===== config.mk =====
export PLATFORM = sky130hd
export DESIGN_NAME = photon_sequencer
export DESIGN_NICKNAME = d
export VERILOG_FILES = /design/src/rtl/photon_sequencer.sv
export SDC_FILE = /design/constraint.sdc
export NUM_CORES = 1
export LEC_CHECK = 0
export ABC_AREA = 0
export CORE_ASPECT_RATIO = 1.4
export CORE_MARGIN = 2
export CORE_UTILIZATION = 48
export DETAILED_ROUTE_END_ITERATION = 8
export DONT_BUFFER_PORTS = 1
export MAX_ROUTING_LAYER = met4
export PLACE_DENSITY = 0.67
export SLEW_MARGIN = 15
export SYNTH_ARGS = -nofsm -noshare
export SYNTH_HDL_FRONTEND = slang
export SYNTH_SLANG_ARGS = --single-unit

===== constraint.sdc =====
create_clock -name clk -period 8.5 [get_ports clk]
set_input_delay 2.125 -clock clk [delete_from_list [all_inputs] [get_ports clk]]
set_output_delay 2.125 -clock clk [all_outputs]
set_load 0.01 [all_outputs]

===== src/rtl/photon_sequencer.sv =====
// photon_sequencer: run controller for the photon pulse generator.
// Holds a staging and an active copy of the generator configuration and, on
// start, plays out a timed train of one-cycle trigger strobes while the active
// configuration stays frozen.
//
// Control semantics: start and abort are level-sampled requests with no
// ready/acknowledge. start is only honoured in IDLE (no queuing). abort is
// only honoured in WAIT or FIRE. cfg_we is accepted unconditionally in every
// state and only ever lands in the staging set.
module photon_sequencer #(
  parameter int FW_W  = 16,
  parameter int EFF_W = 8,
  parameter int TIM_W = 24,
  parameter int CNT_W = 16
) (
  input  logic             clk,
  input  logic             rst,
  input  logic             cfg_we,
  input  logic [2:0]       cfg_addr,
  input  logic [TIM_W-1:0] cfg_wdata,
  input  logic             start,
  input  logic             abort,
  output logic [FW_W-1:0]  full_width,
  output logic [EFF_W-1:0] detect_efficiency,
  output logic             pulse_trig,
  output logic [CNT_W-1:0] pulse_idx,
  output logic             busy,
  output logic             done
);

  localparam logic [1:0] ST_IDLE = 2'd0;
  localparam logic [1:0] ST_WAIT = 2'd1;
  localparam logic [1:0] ST_FIRE = 2'd2;

  localparam logic [2:0] ADDR_FW    = 3'd0;
  localparam logic [2:0] ADDR_EFF   = 3'd1;
  localparam logic [2:0] ADDR_PER   = 3'd2;
  localparam logic [2:0] ADDR_CNT   = 3'd3;
  localparam logic [2:0] ADDR_DELAY = 3'd4;

  // Staging set (host visible, written any time).
  logic [FW_W-1:0]  stg_fw;
  logic [EFF_W-1:0] stg_eff;
  logic [TIM_W-1:0] stg_period;
  logic [CNT_W-1:0] stg_count;
  logic [TIM_W-1:0] stg_delay;

  // Active set (frozen for the duration of a run).
  logic [FW_W-1:0]  act_fw;
  logic [EFF_W-1:0] act_eff;
  logic [CNT_W-1:0] act_count;
  logic [TIM_W-1:0] act_gap;     // effective period minus 2, the WAIT reload

  // Sequencer state.
  logic [1:0]       state;
  logic [TIM_W-1:0] timer;
  logic [CNT_W-1:0] idx;

  logic             launch;
  logic             last_pulse;
  logic [TIM_W-1:0] stg_gap;

  // A start request is only taken while idle.
  assign launch = (state == ST_IDLE) && start;

  // Final pulse of the run: idx has reached count-1 (count is nonzero in FIRE).
  assign last_pulse = (idx == (act_count - CNT_W'(1)));

  // Period values 0 and 1 behave as 2, so the reload never underflows.
  assign stg_gap = (stg_period < TIM_W'(2)) ? '0 : (stg_period - TIM_W'(2));

  // Staging register writes; addresses 5-7 are silently dropped.
  always_ff @(posedge clk or posedge rst) begin
    if (rst) begin
      stg_fw     <= '0;
      stg_eff    <= '0;
      stg_period <= '0;
      stg_count  <= '0;
      stg_delay  <= '0;
    end else if (cfg_we) begin
      case (cfg_addr)
        ADDR_FW:    stg_fw     <= cfg_wdata[FW_W-1:0];
        ADDR_EFF:   stg_eff    <= cfg_wdata[EFF_W-1:0];
        ADDR_PER:   stg_period <= cfg_wdata;
        ADDR_CNT:   stg_count  <= cfg_wdata[CNT_W-1:0];
        ADDR_DELAY: stg_delay  <= cfg_wdata;
        default:    ;
      endcase
    end
  end

  // Snapshot staging into the active set on an accepted start; a coincident
  // staging write is not seen here because it lands on the same edge.
  always_ff @(posedge clk or posedge rst) begin
    if (rst) begin
      act_fw    <= '0;
      act_eff   <= '0;
      act_count <= '0;
      act_gap   <= '0;
    end else if (launch) begin
      act_fw    <= stg_fw;
      act_eff   <= stg_eff;
      act_count <= stg_count;
      act_gap   <= stg_gap;
    end
  end

  // Run sequencer: IDLE -> WAIT (count down) -> FIRE (one strobe) -> WAIT ...
  always_ff @(posedge clk or posedge rst) begin
    if (rst) begin
      state     <= ST_IDLE;
      timer     <= '0;
      idx       <= '0;
      pulse_idx <= '0;
      done      <= 1'b0;
    end else begin
      done <= 1'b0;
      case (state)
        ST_IDLE: begin
          if (start) begin
            if (stg_count != '0) begin
              state <= ST_WAIT;
              timer <= stg_delay;
              idx   <= '0;
            end else begin
              // Empty run: completes immediately without a trigger.
              done <= 1'b1;
            end
          end
        end
        ST_WAIT: begin
          if (abort) begin
            state <= ST_IDLE;
          end else if (timer == '0) begin
            state     <= ST_FIRE;
            pulse_idx <= idx;
          end else begin
            timer <= timer - TIM_W'(1);
          end
        end
        ST_FIRE: begin
          if (abort) begin
            // Abort wins over completion, so no done strobe.
            state <= ST_IDLE;
          end else if (last_pulse) begin
            state <= ST_IDLE;
            done  <= 1'b1;
          end else begin
            state <= ST_WAIT;
            timer <= act_gap;
            idx   <= idx + CNT_W'(1);
          end
        end
        default: state <= ST_IDLE;
      endcase
    end
  end

  // Outputs decoded from registered state so reset clears them at once.
  assign busy              = (state == ST_WAIT) || (state == ST_FIRE);
  assign pulse_trig        = (state == ST_FIRE);
  assign full_width        = act_fw;
  assign detect_efficiency = act_eff;

endmodule


==> results of run 1 <==
## through the flow
stage / cell area, um^2 / cells / hold slack (ps)
after floorplan: 10200 / 890 / 445
after global placement: 10500 / 1115 / 461
after detailed placement: 10500 / 1115 / 470
after CTS: 11200 / 1155 / 484
after global routing: 11200 / 1155 / 511
final: 11200 / 1155 / 480
## per-layer routing
metal	up-vias	wire (um)
li1	3233	-
met1	3536	9990
met2	164	11600
met3	42	1070
met4	0	710
met5	-	0
## cell usage after synthesis (all sizes together), types with 5 or more instances
library cell	instances	area, um^2
dfrtp	211	5280
mux2	155	1780
nand2	68	255
o21ai	43	215
clkbuf	38	143
nor2	38	143
a31oi	31	194
inv	26	97.6
a21oi	23	119
xnor2	21	184
xor2	21	184
nor4	17	113
nor3	15	75.1
o211ai	15	113
nand3	12	60.1
nor2b	12	75.1
or4	10	75.1
buf	9	43.8
nand2b	9	56.3
ha	8	100
or3	8	50.1
a22o	7	61.3
a22oi	7	52.6
o41ai	7	80.1
and3	5	31.3
nand4	5	31.3
o311ai	5	43.8
## report_power, final
group / internal (mW) / total [mW] / switching, mW
logic: 0.515 / 1.05 / 0.533
clock network: 0.616 / 1.01 / 0.390
registers: 1.31 / 1.62 / 0.310
## worst paths after layout
path                              startpoint                    to  cells past startpoint
worst max-delay path            act_count[6]               idx[14]                      7
max in group asynchronous                rst              timer[2]                      2
worst min-delay path             act_gap[17]           act_gap[17]                      2
worst min register to register   act_gap[17]           act_gap[17]                      2
worst max register to register  act_count[6]               idx[14]                      7
min in group asynchronous                rst  detect_efficiency[5]                      1
## sequential cells by signal, indices dropped and copies added (netlist names), 16 cells and up
signal and count:
idx 16, stg_fw 16, timer 24, stg_delay 24, act_count 16, full_width 16, act_gap 24, stg_count 16
pulse_idx 16, stg_period 24
## cells by family (layout without fill, tap and decap cells)
logic type               count (synthesis)  after routing  share of synthesized area
buffers and inverters                   73             78                     0.0279
multiplexers                           159            159                      0.178
AND/OR/NAND/NOR                        219            219                      0.111
adder cells (fa/ha/maj)                  8              8                    0.00982
flip-flops                             211            211                      0.518
AO/OA/AOI/OAI                          178            178                      0.119
XOR/XNOR                                42             42                     0.0361
## layout make-up
class | instances | area share
clock buffer | 35 | 0.0615
multi-input combinational | 606 | 0.415
timing repair buffer | 12 | 0.00802
inverter | 26 | 0.00936
sequential | 211 | 0.470
tap | 260 | 0.0290
clock inverter | 5 | 0.00668
## tightest hold or removal path, stage by stage (launching register included)
cell     delay (ps)
dfrtp_1         340
nand2_1          50
o21ai_0          60
==> run metrics, run 1 <==
Post-layout nets=919; DR pass1 iterations=6; Final Hold Viols=0; GRT Resource Usage Total=0.219; commonest non-fill, non-tap cells in the layout=dfrtp_1 (211), mux2_2 (146), nand2_1 (67), o21ai_0 (42), nor2_1 (38); H-tree Lvls=1; worst clock skew=18.4 ps; Critical Path RT=8910 ps; async set or reset register ratio after synthesis=1.00; worst hold-check path type=flop to flop; root buffer cell=clkbuf_16; area occupied by registers=5280 um^2; drt drc=0; Setup TNS=0 ps; Vias/cell=6.04; largest net degree at the start of global routing=138; GRT met2 Usage=0.367; Num CTS Buffers=22; Buf+Inv Stages, Crit Path=0; Pwr Density=327 nW/um^2; Routed WL=23.4 mm; Die W=127 um; ANT cells=0; GRT overflow=0; post-CTS sizing=0; RSZ-0062 raised after global routing=no; count of clock tree sinks=211; Max clock buf depth=3; Syn Area/Cell=11.5 um^2; Top Family by Delay on Critical Path=compound AO/OA/AOI/OAI gates; CTS tree=yes; Die Y=176 um; Slew @ Worst Pin=1110 ps; proportion of layout cells with a drive suffix above 1=0.239; Crit. End Element=flop; VDD IR max=0.193 mV; min cycle time layout=3630 ps; post-CTS setup buffers=0; number of fill cells=1819; MaxCap Viol Count=0; fin util=0.534; area of the mapped netlist=10200 um^2; Primary FF master, synth=dfrtp_1; fin. max-slew vios=0; clock latency on the worst-skew pair=510 ps; Max stage delay on crit path=570 ps; Initial Util=0.484; vias=6975; sequential area share after synthesis=0.518; Lkg Pwr=4.69 nW; fin crit share=0.427; GR peak layer=met2; CP most frequent cell=a2111o_1; status=completed; Critical-path top delay cell=or4_1; first-pass GRT wire length=38.4 mm; FMAX=0.276 GHz; initial antenna violation count=0; setup ws final=4870 ps; Syn Inst Count=890; GRT met1 Usage=0.272; relative slew slack=0.259; post-synthesis net count=930; multi-input logic area=4660 um^2; reg-to-reg setup timing slack=4870 ps; #FFs+latches synth=211; vias in the first global route=7211; # IOs=75; Cell Rows=63; die area=22400 um^2; critical-path cell list=or4_1 > or3_1 > a2111o_1 > a2111o_1 > o41ai_4 > a21oi_1 > a31oi_1; EDFF count, synth=0; synth unique cells=65; Layout area overhead=10.2%; commonest non-fill, non-tap cell in the layout=dfrtp_1; Setup WS pre-CTS=4510 ps; Design Power=3.67 mW; # setup viols final=0; cts hold-fix bufs=0; I/O Buffers=0; Critical Path AT=4040 ps; drt initial violations=466; Global Route met3 Usage=0.0364; crit path max fanout=14; core area=21000 um^2; warnings from Yosys=0; critical path type=flop to flop; RePlAce Congestion=0.851; CP Launch Type=flop; antenna-violating nets left=0; Clk pin slew, worst setup/hold paths=60 ps; Detail Placement HPWL=15.9 mm; wire per inst=20.2 um
(Power assumes the default switching activity.)
==> run 2, diff against run 1 <==
--- a/config.mk
+++ b/config.mk
@@ -12,7 +12,7 @@
 export DETAILED_ROUTE_END_ITERATION = 8
 export DONT_BUFFER_PORTS = 1
 export MAX_ROUTING_LAYER = met4
-export PLACE_DENSITY = 0.67
+export PLACE_DENSITY = 0.69
 export SLEW_MARGIN = 15
 export SYNTH_ARGS = -nofsm -noshare
 export SYNTH_HDL_FRONTEND = slang
==> constraint.sdc (replaced) <==
create_clock -name clk -period 3.3 [get_ports clk]
set_input_delay 0.825 -clock clk [delete_from_list [all_inputs] [get_ports clk]]
set_output_delay 0.825 -clock clk [all_outputs]
set_load 0.01 [all_outputs]
==> run 2 against run 1 <==
Effect of this change: flip-flop and latch count did not move; design area grew 3.0%; register-to-register slack worse by 4700 ps; clock-buffer cell count is 2 lower; non-clock buffer count grew 33; maximum frequency is 15% higher; worst hold slack worse by 380 ps; clock power increased to 2.6 times the previous value; global-route usage is 0.60 points higher; critical path type unchanged; critical endpoint is now timer[2]; largest power group unchanged.
==> run metrics, run 2 (synthesis gave the netlist of run 1 again) <==
status=completed; fin crit share=0.957 (+0.530); placed instance area=10800 um^2 (+2.9%); crit path max fanout=24 (+10); fin. max-slew vios=0 (unchanged); MaxCap Viol Count=0 (unchanged); Crit. End Element=flop; Pwr Density=836 nW/um^2 (+160%); count of clock tree sinks=211 (unchanged); FMAX=0.317 GHz (+15%); Cell Rows=63 (unchanged); Detail Placement HPWL=16.8 mm (+5.2%); Critical Path RT=3690 ps (-5220 ps); ANT cells=0 (unchanged); internal power=6.48 mW (+170%); commonest non-fill, non-tap cell in the layout=dfrtp_1; vias=7072 (+1.4%); drt drc=0 (unchanged); GRT overflow=0 (unchanged); vias in the first global route=7218 (+0.097%); fin area=11600 um^2 (+3.0%); Setup WS pre-CTS=48.3 ps (-4460 ps); core area=21000 um^2 (unchanged); # setup viols final=0 (unchanged); proportion of layout cells with a drive suffix above 1=0.269 (+0.0295); cts hold-fix bufs=0 (unchanged); Routed WL=23.9 mm (+2.4%); relative slew slack=0.392 (+0.133); Die Y=176 um (unchanged); Seq pwr share=0.425 (-0.015); RePlAce Congestion=0.875 (+2.8%); Initial Util=0.484 (unchanged); Final Hold Viols=0 (unchanged); CP Launch Type=flop; Critical Path AT=3550 ps (-490 ps); commonest non-fill, non-tap cells in the layout=dfrtp_1 (211), mux2_2 (146), nand2_1 (67), o21ai_0 (41), buf_4 (38); root buffer cell=clkbuf_16; Layout area overhead=13.5%; Lkg Pwr=4.88 nW (+4.0%); Register-to-Register Path Depth=9 (+2); P_sw=3.20 mW (+160%); worst clock skew=9.73 ps (-8.70 ps); Post-layout nets=952 (+3.6%); setup ws final=141 ps (-4730 ps); Comb power frac=0.305 (+0.019); # IOs=75 (unchanged); first-pass GRT wire length=39.1 mm (+1.8%); CTS tree=yes; Clk pin slew, worst setup/hold paths=60 ps (about the same); clock power share=0.271 (-0.003); initial antenna violation count=0 (unchanged); min cycle time layout=3160 ps (-470 ps); Die W=127 um (unchanged); VDD IR max=0.547 mV (+180%); worst hold-check path type=primary input to async pin; antenna-violating nets left=0 (unchanged); Slew @ Worst Pin=908 ps (-203 ps); die area=22400 um^2 (unchanged); Vias/cell=5.96 (-1.3%); WHS=104 ps (-376 ps); DR pass1 iterations=5 (-1); critical path type=flop to flop; wire per inst=20.2 um (-0.36%); Max clock buf depth=3 (unchanged); GRT Resource Usage Total=0.225 (+0.00605); number of fill cells=1767 (-2.9%); I/O Buffers=0 (unchanged); H-tree Lvls=1 (unchanged); Num CTS Buffers=22 (unchanged); drt initial violations=461 (-1.1%); clock latency on the worst-skew pair=510 ps (about the same); Setup TNS=0 ps (unchanged); largest net degree at the start of global routing=85 (-38%); Design Power=9.67 mW (+160%); Net Sw Frac=0.330 (-0.00569)
[run 2: area by class of cell]
| type | count | area [um^2] | share of cell area |
|---|---|---|---|
| clock inverters | 6 | 105 | 0.00909 |
| multi-input cells | 606 | 4680 | 0.404 |
| well taps | 260 | 325 | 0.0281 |
| clock buffers | 33 | 663 | 0.0573 |
| inverters | 26 | 101 | 0.00876 |
| repair buffers | 45 | 417 | 0.0360 |
| flip-flops and latches | 211 | 5280 | 0.456 |
[run 2: through the flow]
| step | instances | util |
|---|---|---|
| CTS | 1185 | 0.548 |
| floorplan | 890 | - |
| global route | 1187 | 0.550 |
| global placement | 1146 | 0.512 |
| detailed placement | 1146 | 0.512 |
| finish | 1187 | 0.550 |
[run 2: worst max-delay path, cell delays in order (launching register included)]
cell     delay, ps
dfrtp_1        370
buf_4          160
nor4_1         380
a21oi_1        160
or4_1          510
or4_1          480
o41ai_4        360
a21oi_2        120
buf_12         180
mux2_4         300
[run 2: power groups by stage]
stage | logic (mW) | registers (mW) | clock network, mW
after detailed placement | 2.93 | 4.14 | 0
after global placement | 2.86 | 4.11 | 0
after CTS | 2.95 | 4.10 | 2.68
final | 2.95 | 4.11 | 2.62
after global routing | 3.26 | 4.22 | 2.78
after floorplan | 2.29 | 3.92 | 0
[run 2: final timing paths]
kind	start	endpoint	slack [ps]
setup / recovery	act_count[6]	timer[2]	140
hold / removal	rst	detect_efficiency[5]	100
setup reg to reg	act_count[6]	timer[2]	140
hold reg to reg	act_gap[20]	act_gap[20]	480
max in group asynchronous	rst	stg_delay[0]	2520
min in group clk	cfg_wdata[1]	stg_period[1]	450
[run 2: metal layers]
| metal | vias up | wire, um | global-route usage | share of wire |
|---|---|---|---|---|
| met1 | 3565 | 9850 | 0.271 | 0.41 |
| met2 | 166 | 12100 | 0.378 | 0.50 |
| met3 | 39 | 1500 | 0.0539 | 0.063 |
| met5 | - | 0 | - | 0 |
| li1 | 3302 | - | - | - |
| met4 | 0 | 507 | 0.0659 | 0.021 |
[run 2: timing repair]
item	in CTS	in global routing
endpoints found under the setup margin	0	35
gates resized for setup	0	5
buffers inserted	0	2
==> run 3, diff against run 2 <==
--- a/config.mk
+++ b/config.mk
@@ -9,8 +9,10 @@
 export CORE_ASPECT_RATIO = 1.4
 export CORE_MARGIN = 2
 export CORE_UTILIZATION = 48
+export CTS_CLUSTER_DIAMETER = 120
 export DETAILED_ROUTE_END_ITERATION = 8
 export DONT_BUFFER_PORTS = 1
+export GPL_TIMING_DRIVEN = 0
 export MAX_ROUTING_LAYER = met4
 export PLACE_DENSITY = 0.69
 export SLEW_MARGIN = 15
==> run 3 against run 2 <==
Effect of this change: the run now ends with negative setup slack left; clock skew is 2.8 ps higher; flip-flop and latch count stayed put; wire length is 6.6% higher; cell count is 1.8% higher; highest routed layer unchanged.
==> run metrics, run 3 (synthesis gave the netlist of run 1 again) <==
status=finished with violations; failing checks=negative setup slack; Initial Util=0.484 (unchanged); min cycle time layout=3300 ps (+144 ps); first-pass GRT wire length=40.6 mm (+3.7%); reg-to-reg setup timing slack=-3 ps (-140 ps); Detail Placement HPWL=18.2 mm (+8.6%); CTS tree=yes; Inst Count DP=1157 (+0.96%); MaxCap Viol Count=0 (unchanged); relative slew slack=0.526 (+0.134); wire per inst=21.1 um (+4.7%); critical path type=flop to flop; fin. max-slew vios=0 (unchanged); Non-Filler Instances=1208 (+1.8%); RSZ-0062 raised after global routing=yes; Max clock buf depth=3 (unchanged); Final Hold Viols=0 (unchanged); number of fill cells=1759 (-0.45%); core area=21000 um^2 (unchanged); initial antenna violation count=0 (unchanged); Design Power=9.86 mW (+2.0%); die area=22400 um^2 (unchanged); RePlAce Congestion=0.884 (+1.0%); Layout area overhead=14.7%; clock latency on the worst-skew pair=510 ps (about the same); Register-to-Register Path Depth=9 (unchanged); Setup crit start=act_count[8]; reg2reg end=timer[8]; # IOs=75 (unchanged); commonest non-fill, non-tap cells in the layout=dfrtp_1 (206), mux2_2 (146), nand2_1 (68), o21ai_0 (40), nor2_1 (36); Setup TNS=-4.35 ps (-4.35 ps); Slew @ Worst Pin=707 ps (-201 ps); Critical Path RT=3700 ps (about the same); Routed WL=25.5 mm (+6.6%); setup ws final=-2.74 ps (-144 ps); cts hold-fix bufs=0 (unchanged); drt drc=0 (unchanged); Critical Path AT=3700 ps (+150 ps); # setup viols final=3 (+3); RR Startpoint=act_count[8]; FMAX=0.303 GHz (-4.3%); Vias/cell=6.04 (+1.4%); GRT Resource Usage Total=0.236 (+0.0112); drt initial violations=592 (+28%); worst hold-check path type=primary input to async pin; I/O Buffers=0 (unchanged); Die Y=176 um (unchanged); Die W=127 um (unchanged); VDD IR max=0.491 mV (-10%); Cell Rows=63 (unchanged); antenna-violating nets left=0 (unchanged); proportion of layout cells with a drive suffix above 1=0.265 (-0.00384); commonest non-fill, non-tap cell in the layout=dfrtp_1; ANT cells=0 (unchanged); root buffer cell=clkbuf_16; vias in the first global route=7477 (+3.6%); count of clock tree sinks=211 (unchanged); DR pass1 iterations=4 (-1); Pwr Density=843 nW/um^2 (+0.87%); Post-layout nets=974 (+2.3%); largest net degree at the start of global routing=37 (-56%); GRT overflow=0 (unchanged); worst clock skew=12.5 ps (+2.79 ps); vias=7298 (+3.2%); fin crit share=1.00 (+0.0435); crit path max fanout=6 (-75%); CP Launch Type=flop; Num CTS Buffers=22 (unchanged); Crit. End Element=flop; H-tree Lvls=1 (unchanged); Lkg Pwr=4.85 nW (-0.62%); Clk pin slew, worst setup/hold paths=60 ps (about the same)
## run 3: worst max-delay path, stage by stage, from the launching register on
cell and delay, ps:
dfrtp_2 400, or4_4 530, or3_1 360, a2111o_1 420, a2111o_1 440, o41ai_4 220
buf_4 210, a21oi_4 110, buf_6 190, mux2_4 290
## run 3: worst max-delay path by stage
stage                              end
after CTS                     timer[3]
after floorplan           act_count[0]
after detailed placement     timer[20]
after global routing          timer[4]
final                         timer[8]
after global placement       timer[18]
## run 3: stage by stage
| stage | util | hold slack (ps) | worst slack (ps) | instance area [um^2] |
|---|---|---|---|---|
| 2_1_floorplan | - | 445 | -267 | 10200 |
| 3_3_place_gp | 0.500 | 462 | -1390 | 10500 |
| 3_5_place_dp | 0.507 | 470 | -590 | 10700 |
| 4_1_cts | 0.551 | 224 | -60.6 | 11600 |
| 5_1_grt | 0.556 | 273 | -60.1 | 11700 |
| 6_report | 0.556 | 235 | -2.74 | 11700 |
## run 3: what timing repair did
item | 4_1_cts | 5_1_grt
gates resized for setup | 27 | 20
pin swaps | 6 | 5
gates cloned | 2 | 0
setup buffers | 12 | 4
setup endpoints to repair | 72 | 70
## run 3: where the power goes
| part | internal, mW | switching (mW) |
|---|---|---|
| sequential | 3.37 | 0.784 |
| clock | 1.55 | 1.03 |
| combinational | 1.55 | 1.59 |
| total | 6.46 | 3.40 |
## run 3: area by class of cell
cell class                 count  area [um^2]  area share
inverter                      26          101     0.00867
tap                          260          325      0.0278
clock inverter                 6         92.6     0.00792
buffer                        42          186      0.0159
clock buffer                  32          659      0.0564
sequential                   211         5290       0.452
multi-input combinational    606         4760       0.407
timing repair buffer          25          282      0.0241
## run 3: per-layer routing
layer  routed length [um]  global-route usage
met5                    0                   -
met4                 1010              0.0994
met1                10400               0.277
met3                 1480              0.0445
met2                12700               0.399
